==> src/rtl/rob_cmpl_arbiter.sv <==
// rob_cmpl_arbiter
//   Collects completion records (ROB index, mispredict flag, corrected PC)
//   from NREQ execution units into per-unit 2-entry FIFOs and grants up to
//   two records per cycle, round-robin, onto two registered ROB completion
//   ports.
//
// Ports
//   CLK, RST          clock; synchronous active-high reset (also acts as flush)
//   Flush             synchronous pipeline flush; drops all buffered records
//   Req_V[i]          unit i presents a record this cycle
//   Req_Index         packed per-unit ROB index, slice i = unit i
//   Req_Mispred[i]    unit i mispredict flag
//   Req_NewPC         packed per-unit corrected PC, slice i = unit i
//   Req_Ready[i]      FIFO i accepts this cycle (not credited by same-cycle pop)
//   Out1_*, Out2_*    registered completion ports (valid, index, mispred, PC)
module rob_cmpl_arbiter #(
  parameter int NREQ           = 4,
  parameter int ROB_INDEX_SIZE = 7,
  parameter int PC_W           = 16
) (
  input  logic                           CLK,
  input  logic                           RST,
  input  logic                           Flush,
  input  logic [NREQ-1:0]                Req_V,
  input  logic [NREQ*ROB_INDEX_SIZE-1:0] Req_Index,
  input  logic [NREQ-1:0]                Req_Mispred,
  input  logic [NREQ*PC_W-1:0]           Req_NewPC,
  output logic [NREQ-1:0]                Req_Ready,
  output logic                           Out1_valid,
  output logic [ROB_INDEX_SIZE-1:0]      Out1_index,
  output logic                           Out1_mispred,
  output logic [PC_W-1:0]                Out1_new_PC,
  output logic                           Out2_valid,
  output logic [ROB_INDEX_SIZE-1:0]      Out2_index,
  output logic                           Out2_mispred,
  output logic [PC_W-1:0]                Out2_new_PC
);

  localparam int PTR_W = (NREQ > 1) ? $clog2(NREQ) : 1;
  localparam int REC_W = ROB_INDEX_SIZE + 1 + PC_W;
  localparam logic [PTR_W-1:0] LAST_UNIT = PTR_W'(NREQ - 1);

  // Record layout: {index, mispred, new_PC}
  logic [REC_W-1:0] head_rec [NREQ];
  logic [NREQ-1:0]  nonempty;
  logic [NREQ-1:0]  push;
  logic [NREQ-1:0]  pop;

  logic [PTR_W-1:0] rr_ptr;
  logic [PTR_W-1:0] a_idx;
  logic [PTR_W-1:0] b_idx;
  logic [PTR_W-1:0] sel;
  logic [PTR_W-1:0] last_idx;
  logic [PTR_W-1:0] rr_next;
  logic             a_found;
  logic             b_found;
  logic [REC_W-1:0] a_rec;
  logic [REC_W-1:0] b_rec;

  // ---------------------------------------------------------------------
  // Per-unit 2-entry FIFOs. head is always the oldest entry; tail is only
  // meaningful at count 2.
  // ---------------------------------------------------------------------
  for (genvar g = 0; g < NREQ; g++) begin : g_unit
    logic [1:0]       cnt;
    logic [REC_W-1:0] head;
    logic [REC_W-1:0] tail;
    logic [REC_W-1:0] in_rec;

    assign in_rec = {Req_Index[g*ROB_INDEX_SIZE +: ROB_INDEX_SIZE],
                     Req_Mispred[g],
                     Req_NewPC[g*PC_W +: PC_W]};

    // A full FIFO stays not-ready even when popped this cycle.
    assign Req_Ready[g]  = (cnt != 2'd2) && !Flush && !RST;
    assign push[g]       = Req_V[g] && Req_Ready[g];
    assign nonempty[g]   = (cnt != 2'd0);
    assign head_rec[g]   = head;

    always_ff @(posedge CLK) begin
      if (RST) begin
        cnt  <= '0;
        head <= '0;
        tail <= '0;
      end else if (Flush) begin
        cnt <= '0;
      end else begin
        case ({push[g], pop[g]})
          2'b10: begin
            if (cnt == 2'd0) head <= in_rec;
            else             tail <= in_rec;
            cnt <= cnt + 2'd1;
          end
          2'b01: begin
            head <= tail;
            cnt  <= cnt - 2'd1;
          end
          // Only reachable at count 1: old head leaves, new record replaces it.
          2'b11: head <= in_rec;
          default: ;
        endcase
      end
    end
  end

  // ---------------------------------------------------------------------
  // Round-robin pick of up to two distinct non-empty FIFOs, scanning from
  // rr_ptr. Uses FIFO state at cycle start only.
  // ---------------------------------------------------------------------
  always_comb begin
    a_found = 1'b0;
    b_found = 1'b0;
    a_idx   = '0;
    b_idx   = '0;
    sel     = '0;
    pop     = '0;
    for (int unsigned k = 0; k < NREQ; k++) begin
      sel = PTR_W'((32'(rr_ptr) + k) % NREQ);
      if (nonempty[sel]) begin
        if (!a_found) begin
          a_found  = 1'b1;
          a_idx    = sel;
          pop[sel] = 1'b1;
        end else if (!b_found) begin
          b_found  = 1'b1;
          b_idx    = sel;
          pop[sel] = 1'b1;
        end
      end
    end
  end

  assign a_rec    = head_rec[a_idx];
  assign b_rec    = head_rec[b_idx];
  assign last_idx = b_found ? b_idx : a_idx;
  assign rr_next  = (last_idx == LAST_UNIT) ? '0 : last_idx + PTR_W'(1);

  // ---------------------------------------------------------------------
  // Registered completion ports and round-robin pointer. Port data holds
  // its last value when the port is not valid.
  // ---------------------------------------------------------------------
  always_ff @(posedge CLK) begin
    if (RST) begin
      rr_ptr       <= '0;
      Out1_valid   <= 1'b0;
      Out1_index   <= '0;
      Out1_mispred <= 1'b0;
      Out1_new_PC  <= '0;
      Out2_valid   <= 1'b0;
      Out2_index   <= '0;
      Out2_mispred <= 1'b0;
      Out2_new_PC  <= '0;
    end else if (Flush) begin
      rr_ptr     <= '0;
      Out1_valid <= 1'b0;
      Out2_valid <= 1'b0;
    end else begin
      Out1_valid <= a_found;
      Out2_valid <= b_found;
      if (a_found) begin
        {Out1_index, Out1_mispred, Out1_new_PC} <= a_rec;
        rr_ptr <= rr_next;
      end
      if (b_found) begin
        {Out2_index, Out2_mispred, Out2_new_PC} <= b_rec;
      end
    end
  end

endmodule

==> config.mk <==
export PLATFORM = sky130hd
export DESIGN_NAME = rob_cmpl_arbiter
export DESIGN_NICKNAME = d
export VERILOG_FILES = /design/src/rtl/rob_cmpl_arbiter.sv
export SDC_FILE = /design/constraint.sdc
export NUM_CORES = 1
export LEC_CHECK = 0
export CAP_MARGIN = 25
export CORE_UTILIZATION = 37
export DETAILED_ROUTE_END_ITERATION = 12
export SLEW_MARGIN = 20
export SYNTH_ARGS = -nofsm -noshare
export SYNTH_HDL_FRONTEND = slang
export SYNTH_SLANG_ARGS = --single-unit
export TNS_END_PERCENT = 50
==> constraint.sdc <==
create_clock -name CLK -period 6 [get_ports CLK]
set_clock_uncertainty 0.05 [all_clocks]
set_input_delay 1.2 -clock CLK [delete_from_list [all_inputs] [get_ports CLK]]
set_output_delay 1.2 -clock CLK [all_outputs]
set_load 0.03 [all_outputs]
After elaboration in Yosys (flattened, before gate mapping) --
Cells that the tools add are included. W data, S select, Z words.
Storage, ports and cells: register bits 252, bits of input ports 103, output and inout port bits 54, word-level logic and storage cells 188
Operators by class: $add $sub $neg 12, order comparisons 10, eq/ne operators 21, multiplexer cells 69, bitwise logic cells 10, reduce and logical (&&, ||, !) cells 45
Operator list (count):
- $pmux W24 S3 | 4
- $mux W24 | 8
- $bmux W24 S2 | 2
- $mux W2 | 17
- $mux W4 | 8
- $reduce_and A3 Y1 | 8
- $eq A2 B2 Y1 const B | 9
- $mux W1 | 18
- $logic_and A1 B1 Y1 | 16
- $ne A2 B2 Y1 const B | 8
- $pmux W2 S2 | 4
- $reduce_bool A2 Y1 | 8
- $add A2 B1 Y2 const B | 6
- $lt A2 B3 Y1 const B | 4
- $or A4 B4 Y4 | 3
- $reduce_bool A3 Y1 | 4
- $bmux W1 S2 | 4
- $demux W1 S2 | 4
- $eq A2 B1 Y1 const B | 4
- $ge A2 B1 Y1 const B | 4
- $logic_not A2 Y1 | 4
- $sub A2 B1 Y2 const B | 4
- $ge A3 B3 Y1 const B | 2
- $not A2 Y3 | 2
- 5 further kinds | 12

Logic depth before layout (Yosys ltp) --
Gate-level depths: netlist of run 1.
depth after elaboration 18, depth in mapped cells 16, depth with buffers taken out 14

Worst setup path before layout of run 1 --
No wires, ideal clock.
kind input port to flip-flop, start point input port RST, end point register g_unit[3].head[23], library setup time 140 ps, data arrival time 3690 ps, data required time 5810 ps, setup slack 2120 ps, stages 10, path buffers 4, cell sequence clkbuf_1 -> or2_2 -> clkbuf_1 -> a21oi_1 -> nand2_1 -> ha_1 -> a211oi_1 -> clkbuf_1 -> clkbuf_1 -> a211oi_1
On the way: longest elaborated chain between the ends 6, elaborated cells between the ends (all ways) 10, classes of those cells eq/ne: 4; mux: 1; reduce/logical: 5
RTL lines:
- start, declared | RTL line 22 | input logic RST,
- $logic_not A1 Y1 (*) | RTL line 75 | assign Req_Ready[g] = (cnt != 2'd2) && !Flush && !RST;
- $logic_and A1 B1 Y1 (*) | RTL line 75
- via Req_Ready[3] | RTL line 28 | output logic [NREQ-1:0] Req_Ready,
- $logic_and A1 B1 Y1 (*) | RTL line 76 | assign push[g] = Req_V[g] && Req_Ready[g];
- $eq A2 B2 Y1 or $eq A2 B1 Y1 (tied branches) | RTL line 88 | case ({push[g], pop[g]})
- $ne A2 B2 Y1 (no line) or $reduce_bool A3 Y1 (tied branches)
- $reduce_and A3 Y1 (no line)
- end signal, assigned | RTL line 90 | if (cnt == 2'd0) head <= in_rec;
- end signal, assigned | RTL line 95 | head <= tail;
- end signal, assigned | RTL line 99 | 2'b11: head <= in_rec;
- end, declared | RTL line 66 | logic [REC_W-1:0] head;
Mark *: on every way through the listed nets, which the timed path passes. The rest lies on a longest branch. A chain may end at the register's enable or synchronous reset.

Worst setup path in the final report of run 1 --
start point input port Flush, end point output port Req_Ready[2]
On the way: longest elaborated chain between the ends 3
RTL lines:
- start, declared | RTL line 23 | input logic Flush,
- $logic_not A1 Y1 | RTL line 75
- $logic_and A1 B1 Y1 (2 in series) | RTL line 75
- end, declared | RTL line 28
No other way between the ends.

==> flow_summary.ini, run 1 <==
[worst_setup_path]
startpoint_type = input pin
r2r_cells = 14
crit_arrival_ns = 3.37
r2r_setup_slack_ns = 1.54
worstSetupPathType = in2out
worstPathRequired_ns = 4.75
critical_path_buf_inv_count = 2
r2r-end = g_unit[2].head[16]
reg2reg_from = rr_ptr[1]
cp_common_cell = clkdlybuf4s50_1
slowest_delay_ns = 0.70
path_max_fanout = 17
critPathSlowestCell = clkdlybuf4s50_1
end_kind = output port
crit_start = Flush
crit_chain = clkdlybuf4s50_1, or2_2, a21oi_1, clkdlybuf4s50_1
critPathTopFamily = buffers and inverters

[route]
drc_errors = 0
wl_per_cell_um = 17.9
antenna_left = 0
vias = 9896
drt-initial-drc-count = 655
first_pass_iters = 5
postRouteWirelength_mm = 33.7
vias_per_cell = 5.25

[sta]
rsz0062_at_grt = no
setup_tns_ns = 0
slew_violations = 0
report.final.hold_viol_count = 0
setup_viol = 0
fin_crit_sh_pct = 76.9
worst_slack_ns = 1.38
period_minus_slack_ns = 4.62
worstMarginPinSlew_ns = 1.00
max_freq_ghz = 0.217
slew_headroom_pct = 33.3
fin_hold_ws_ns = 0.403

[synthesis]
synth_largest_area_cell = dfxtp_1
ys_types = 60
postSynthAreaPerCell_um2 = 9.14
ys_seq_area_share_pct = 41.8
synth.ff_latch_count = 252
synthCells = 1321
synth_ff_type = dfxtp_1
ys_warn_count = 0
synth_top_area_share_pct = 41.8
synthArstFlopShare_pct = 0
synth_fp_nets = 1442
synth_edf_count = 0
synthTopCellsByArea = dfxtp_1, mux2i_1, nand2_1
synth_most_common_cell = dfxtp_1
syn-cell-area_mm2 = 0.0121
synth_commonest_cells = dfxtp_1, nand2_1, mux2i_1

[floorplan]
core-area_mm2 = 0.0318
initial_core_util_pct = 38.0
die_x_um = 183
die_h_um = 183
row_count = 65
pin_count = 157
die_area_mm2 = 0.0334

[cells_and_area]
final_area_mm2 = 0.0150
final_nets = 1549
diodes = 0
multi_input_area_mm2 = 0.00650
syn2layout_area_growth_pct = 24.1
seq_area_mm2 = 0.00504
layout-drive-gt1-share_pct = 10.1
fillers = 3043

[job]
cap_violations = 0

[placed_design]
gp_congestion = 0.868
hpwl_mm = 23.9
dp_slack_ns = 1.39
placed_cell_area_mm2 = 0.0140
io_buffer_count = 156

[clocking]
postCtsSetupBuffers = 0
cts.repair.resized = 0
clkLatencyLatePin_ns = 0.54
cts_tree = built
cts_made_buffers = 28
clk_path_buf_depth = 3
path_clk_slew_ns = 0.06
ctsHoldBuffers = 0
cts_sinks = 252
root_buffer = clkbuf_16
ctsHtreeMaxLevel = 1

[hold_path]
min-delay-start = g_unit[0].tail[0]
whs_endpoint = g_unit[0].tail[0]
whs_path_depth = 2
min_path_type = reg2reg

[grt]
grt_pass1_wl_mm = 52.5
antenna_found_initial = 0
first_global_vias = 9443
grt.total_usage_pct = 20.0
gr-total-overflow = 0
grt_start_max_net_pins = 56

[run_status]
status = finished clean

[power_and_ir_drop]
power.density_mw_per_mm2 = 299
total_leakage_power_nw = 5.49
power.total_mw = 4.48
peakVddDrop_mv = 0.222
layer usage:
layer / vias up / global-route usage [%] / routed length (um)
met2: 242 / 35.1 / 16800
met4: 0 / 4.37 / 549
met3: 37 / 2.95 / 1430
li1: 4916 / - / -
met5: - / 0 / 0
met1: 4701 / 25.7 / 15000
worst max path at each step:
stage,to,depth (start not counted)
floorplan,g_unit[3].head[23],10
detailed placement,g_unit[2].head[16],12
global placement,Req_Ready[2],4
finish,Req_Ready[2],4
CTS,Req_Ready[3],4
global route,g_unit[2].head[16],14
worst reg2reg max path, stage by stage (launching register included):
cell      delay, ns
dfxtp_1        0.31
buf_4          0.21
inv_1          0.14
ha_1           0.55
inv_1          0.20
mux4_2         0.43
a222oi_1       0.72
nand2_1        0.16
inv_1          0.10
ha_1           0.17
inv_1          0.10
a31oi_4        0.45
buf_4          0.48
nor2_1         0.10
a211oi_2       0.21
cell type report:
cell class / count / share of cell area (%)
clock inverters: 14 / 1.09
inverters: 21 / 0.526
well taps: 435 / 3.63
multi-input cells: 936 / 43.4
repair buffers: 189 / 12.4
clock buffers: 37 / 5.24
flip-flops and latches: 252 / 33.7
logic make-up (layout without fill, tap and decap cells):
kind of cell,after synthesis,after routing,share of synthesized area [%]
AND/OR/NAND/NOR,381,381,12.5
adder cells (fa/ha/maj),19,19,1.95
multiplexers,222,222,18.9
XOR/XNOR,13,13,0.943
buffers and inverters,133,261,5.21
flip-flops,252,252,41.8
AO/OA/AOI/OAI,301,301,18.7
sequential cells by signal (all words and copies together) (netlist names):
register / cells
g_unit.head: 96
g_unit.tail: 96
Out1_new_PC: 16
Out2_new_PC: 16
g_unit.cnt: 8
Out1_index: 7
Out2_index: 7
rr_ptr: 2
Out1_mispred: 1
Out1_valid: 1
Out2_mispred: 1
Out2_valid: 1
per-stage QoR:
step | util (%) | cells
after floorplan | - | 1321
after global placement | 43.9 | 1828
after detailed placement | 44.1 | 1832
after CTS | 47.1 | 1883
after global routing | 47.1 | 1884
final | 47.1 | 1884
report_power, final:
part | leakage [nW] | switching (mW) | internal (mW)
clock network | 0.476 | 0.708 | 1.05
logic | 2.98 | 0.509 | 0.396
registers | 2.04 | 0.0715 | 1.75
total | 5.49 | 1.29 | 3.20
placed cells by master (no fill, tap or decap), types with 3 or more instances in the layout:
master           netlist  layout
nor3_1                 7       5
xor2_1                 6       6
clkdlybuf4s50_1        0     155
a211oi_1              62      59
a22o_1                24      24
mux2i_1              217     217
nor2_1               114     114
nand2_1              234     234
clkinv_2               0       9
or2_1                  4       4
a21oi_1              108     106
buf_6                 12       4
a221oi_1               3       3
buf_4                  6      28
xnor2_1                7       7
a21oi_2                1       3
inv_1                 19      19
dfxtp_1              252     252
nand3_1                6       6
a211oi_4               0       3
ha_1                  18      18
bufinv_16              0       3
o21ai_0               12      12
clkbuf_16              0      28
a211oi_2              41      41
clkbuf_1              79       4
clkbuf_8               0       5
mux4_2                 5       5
o221ai_1              25      25
or3_1                  3       3
(Power assumes the default switching activity.)
==> run 2, diff against run 1 <==
==> constraint.sdc (replaced) <==
create_clock -name CLK -period 3.85 [get_ports CLK]
set_clock_uncertainty 0.05 [all_clocks]
set_input_delay 0.77 -clock CLK [delete_from_list [all_inputs] [get_ports CLK]]
set_output_delay 0.77 -clock CLK [all_outputs]
set_load 0.03 [all_outputs]
==> run 2 against run 1 <==
Against the previous run:
- non-clock buffer count grew 13
- final area grew 1.5%
- via count shrank 0.90%
- sequential share of layout area shrank 0.50 points
- sequential power grew 56%
- setup slack lost 1.0 ns
- hold slack lost 0.00063 ns
- critical path type is now reg2reg
- largest cell class unchanged
- largest power group unchanged
==> flow_summary.ini, run 2 (synthesis gave the netlist of run 1 again) <==
[route]
vias_per_cell = 5.17
wl_per_cell_um = 18.0
first_pass_iters = 5
postRouteWirelength_mm = 34.1
vias = 9807
antenna_left = 0
drt-initial-drc-count = 783
drc_errors = 0

[grt]
gr-total-overflow = 0
grt_pass1_wl_mm = 53.6
first_global_vias = 9628
antenna_found_initial = 0
grt_start_max_net_pins = 67
grt.total_usage_pct = 20.4

[cells_and_area]
mostFrequentLayoutCells = dfxtp_1, nand2_1, mux2i_1, clkdlybuf4s50_1, nor2_1
layout-drive-gt1-share_pct = 11.0
syn2layout_area_growth_pct = 25.9
final_nets = 1562
final_common_cell = dfxtp_1
reg_top3 = g_unit.head x96, g_unit.tail x96
diodes = 0
fillers = 3080

[clocking]
clkLatencyLatePin_ns = 0.56
cts_tree = built
ctsHoldBuffers = 0
cts_made_buffers = 28
postCtsSetupBuffers = 0
ctsHtreeMaxLevel = 1
cts_sinks = 252
path_clk_slew_ns = 0.06
clk_path_buf_depth = 3
root_buffer = clkbuf_16
cts.repair.resized = 0

[sta]
setup_tns_ns = 0
slew_headroom_pct = 36.2
worst_slack_ns = 0.357
period_minus_slack_ns = 3.49
report.final.hold_viol_count = 0
max_freq_ghz = 0.286
fin_crit_sh_pct = 90.7
rsz0062_at_grt = no
slew_violations = 0
worstMarginPinSlew_ns = 0.955
setup_viol = 0

[power_and_ir_drop]
total_leakage_power_nw = 5.59
peakVddDrop_mv = 0.329
power.density_mw_per_mm2 = 468

[placed_design]
dp_slack_ns = 0.349
hpwl_mm = 24.2
io_buffer_count = 156
gp_congestion = 0.853

[floorplan]
initial_core_util_pct = 38.0
die_h_um = 183
core-area_mm2 = 0.0318
die_area_mm2 = 0.0334
pin_count = 157
row_count = 65
die_x_um = 183

[worst_setup_path]
r2r_setup_slack_ns = 0.36
path_max_fanout = 17
end_kind = flop
startpoint_type = flop
r2r_cells = 13
endpoint = g_unit[0].head[8]
crit_arrival_ns = 3.90
r2r-end = g_unit[0].head[8]
worstSetupPathType = reg2reg
worstPathRequired_ns = 4.26
reg2reg_from = rr_ptr[1]
crit_start = rr_ptr[1]

[hold_path]
min-delay-start = g_unit[3].tail[22]
min_path_type = reg2reg

[run_status]
status = finished clean

[job]
cap_violations = 0
run 2: cell types whose count changed in the layout (fill, tap and decap cells not counted):
cell / change
clkinv_4: +1
buf_6: -3
clkinv_2: -4
buf_4: +8
clkbuf_8: +3
clkdlybuf4s50_1: -1
clkbuf_1: -1
inv_8: -1
buf_12: +9
clkinvlp_4: +2
run 2: worst min-delay path by stage:
stage,end,slack [ns],depth (start not counted)
after floorplan,g_unit[0].tail[0],0.39,2
after global placement,g_unit[3].tail[17],0.39,2
after detailed placement,g_unit[0].tail[15],0.40,2
after CTS,g_unit[1].tail[7],0.40,2
after global routing,g_unit[1].tail[18],0.42,2
final,g_unit[3].tail[22],0.40,2
run 2: stage by stage:
step	total power, mW	util, %	instances	cell area [um^2]	hold slack (ns)
after floorplan	3.88	-	1321	12100	0.386
after detailed placement	4.37	44.7	1846	14200	0.396
after CTS	7.17	47.8	1897	15200	0.405
after global placement	4.35	44.6	1844	14200	0.391
after global routing	7.42	47.8	1897	15200	0.416
final	7.11	47.8	1897	15200	0.402
run 2: final cells by class:
class | count | area (um^2) | share of cell area [%]
Clock buffer | 39 | 822 | 5.41
Clock inverter | 12 | 155 | 1.02
Inverter | 21 | 78.8 | 0.518
Multi-Input combinational cell | 936 | 6500 | 42.8
Sequential cell | 252 | 5040 | 33.2
Tap cell | 435 | 544 | 3.58
Timing Repair Buffer | 202 | 2060 | 13.5
run 2: power breakdown:
| part | switching, mW | internal, mW |
|---|---|---|
| clock | 1.12 | 1.69 |
| combinational | 0.809 | 0.663 |
| sequential | 0.109 | 2.73 |
run 2: routing by layer:
metal	track usage, %	vias to the layer above	routed length (um)
li1	-	4923	-
met1	25.9	4619	15000
met2	35.6	207	16800
met3	3.25	58	1490
met4	5.48	0	858
met5	0	-	0
run 2: worst max-delay path, cell delays in order, from the launching register on:
cell      delay [ns]
dfxtp_1         0.33
inv_1           0.10
ha_1            0.30
inv_1           0.18
mux4_2          0.38
maj3_1          0.39
nor2b_1         0.16
a221oi_1        0.27
buf_4           0.19
inv_1           0.04
ha_1            0.38
buf_12          0.25
mux2i_1         0.12
a211oi_1        0.26
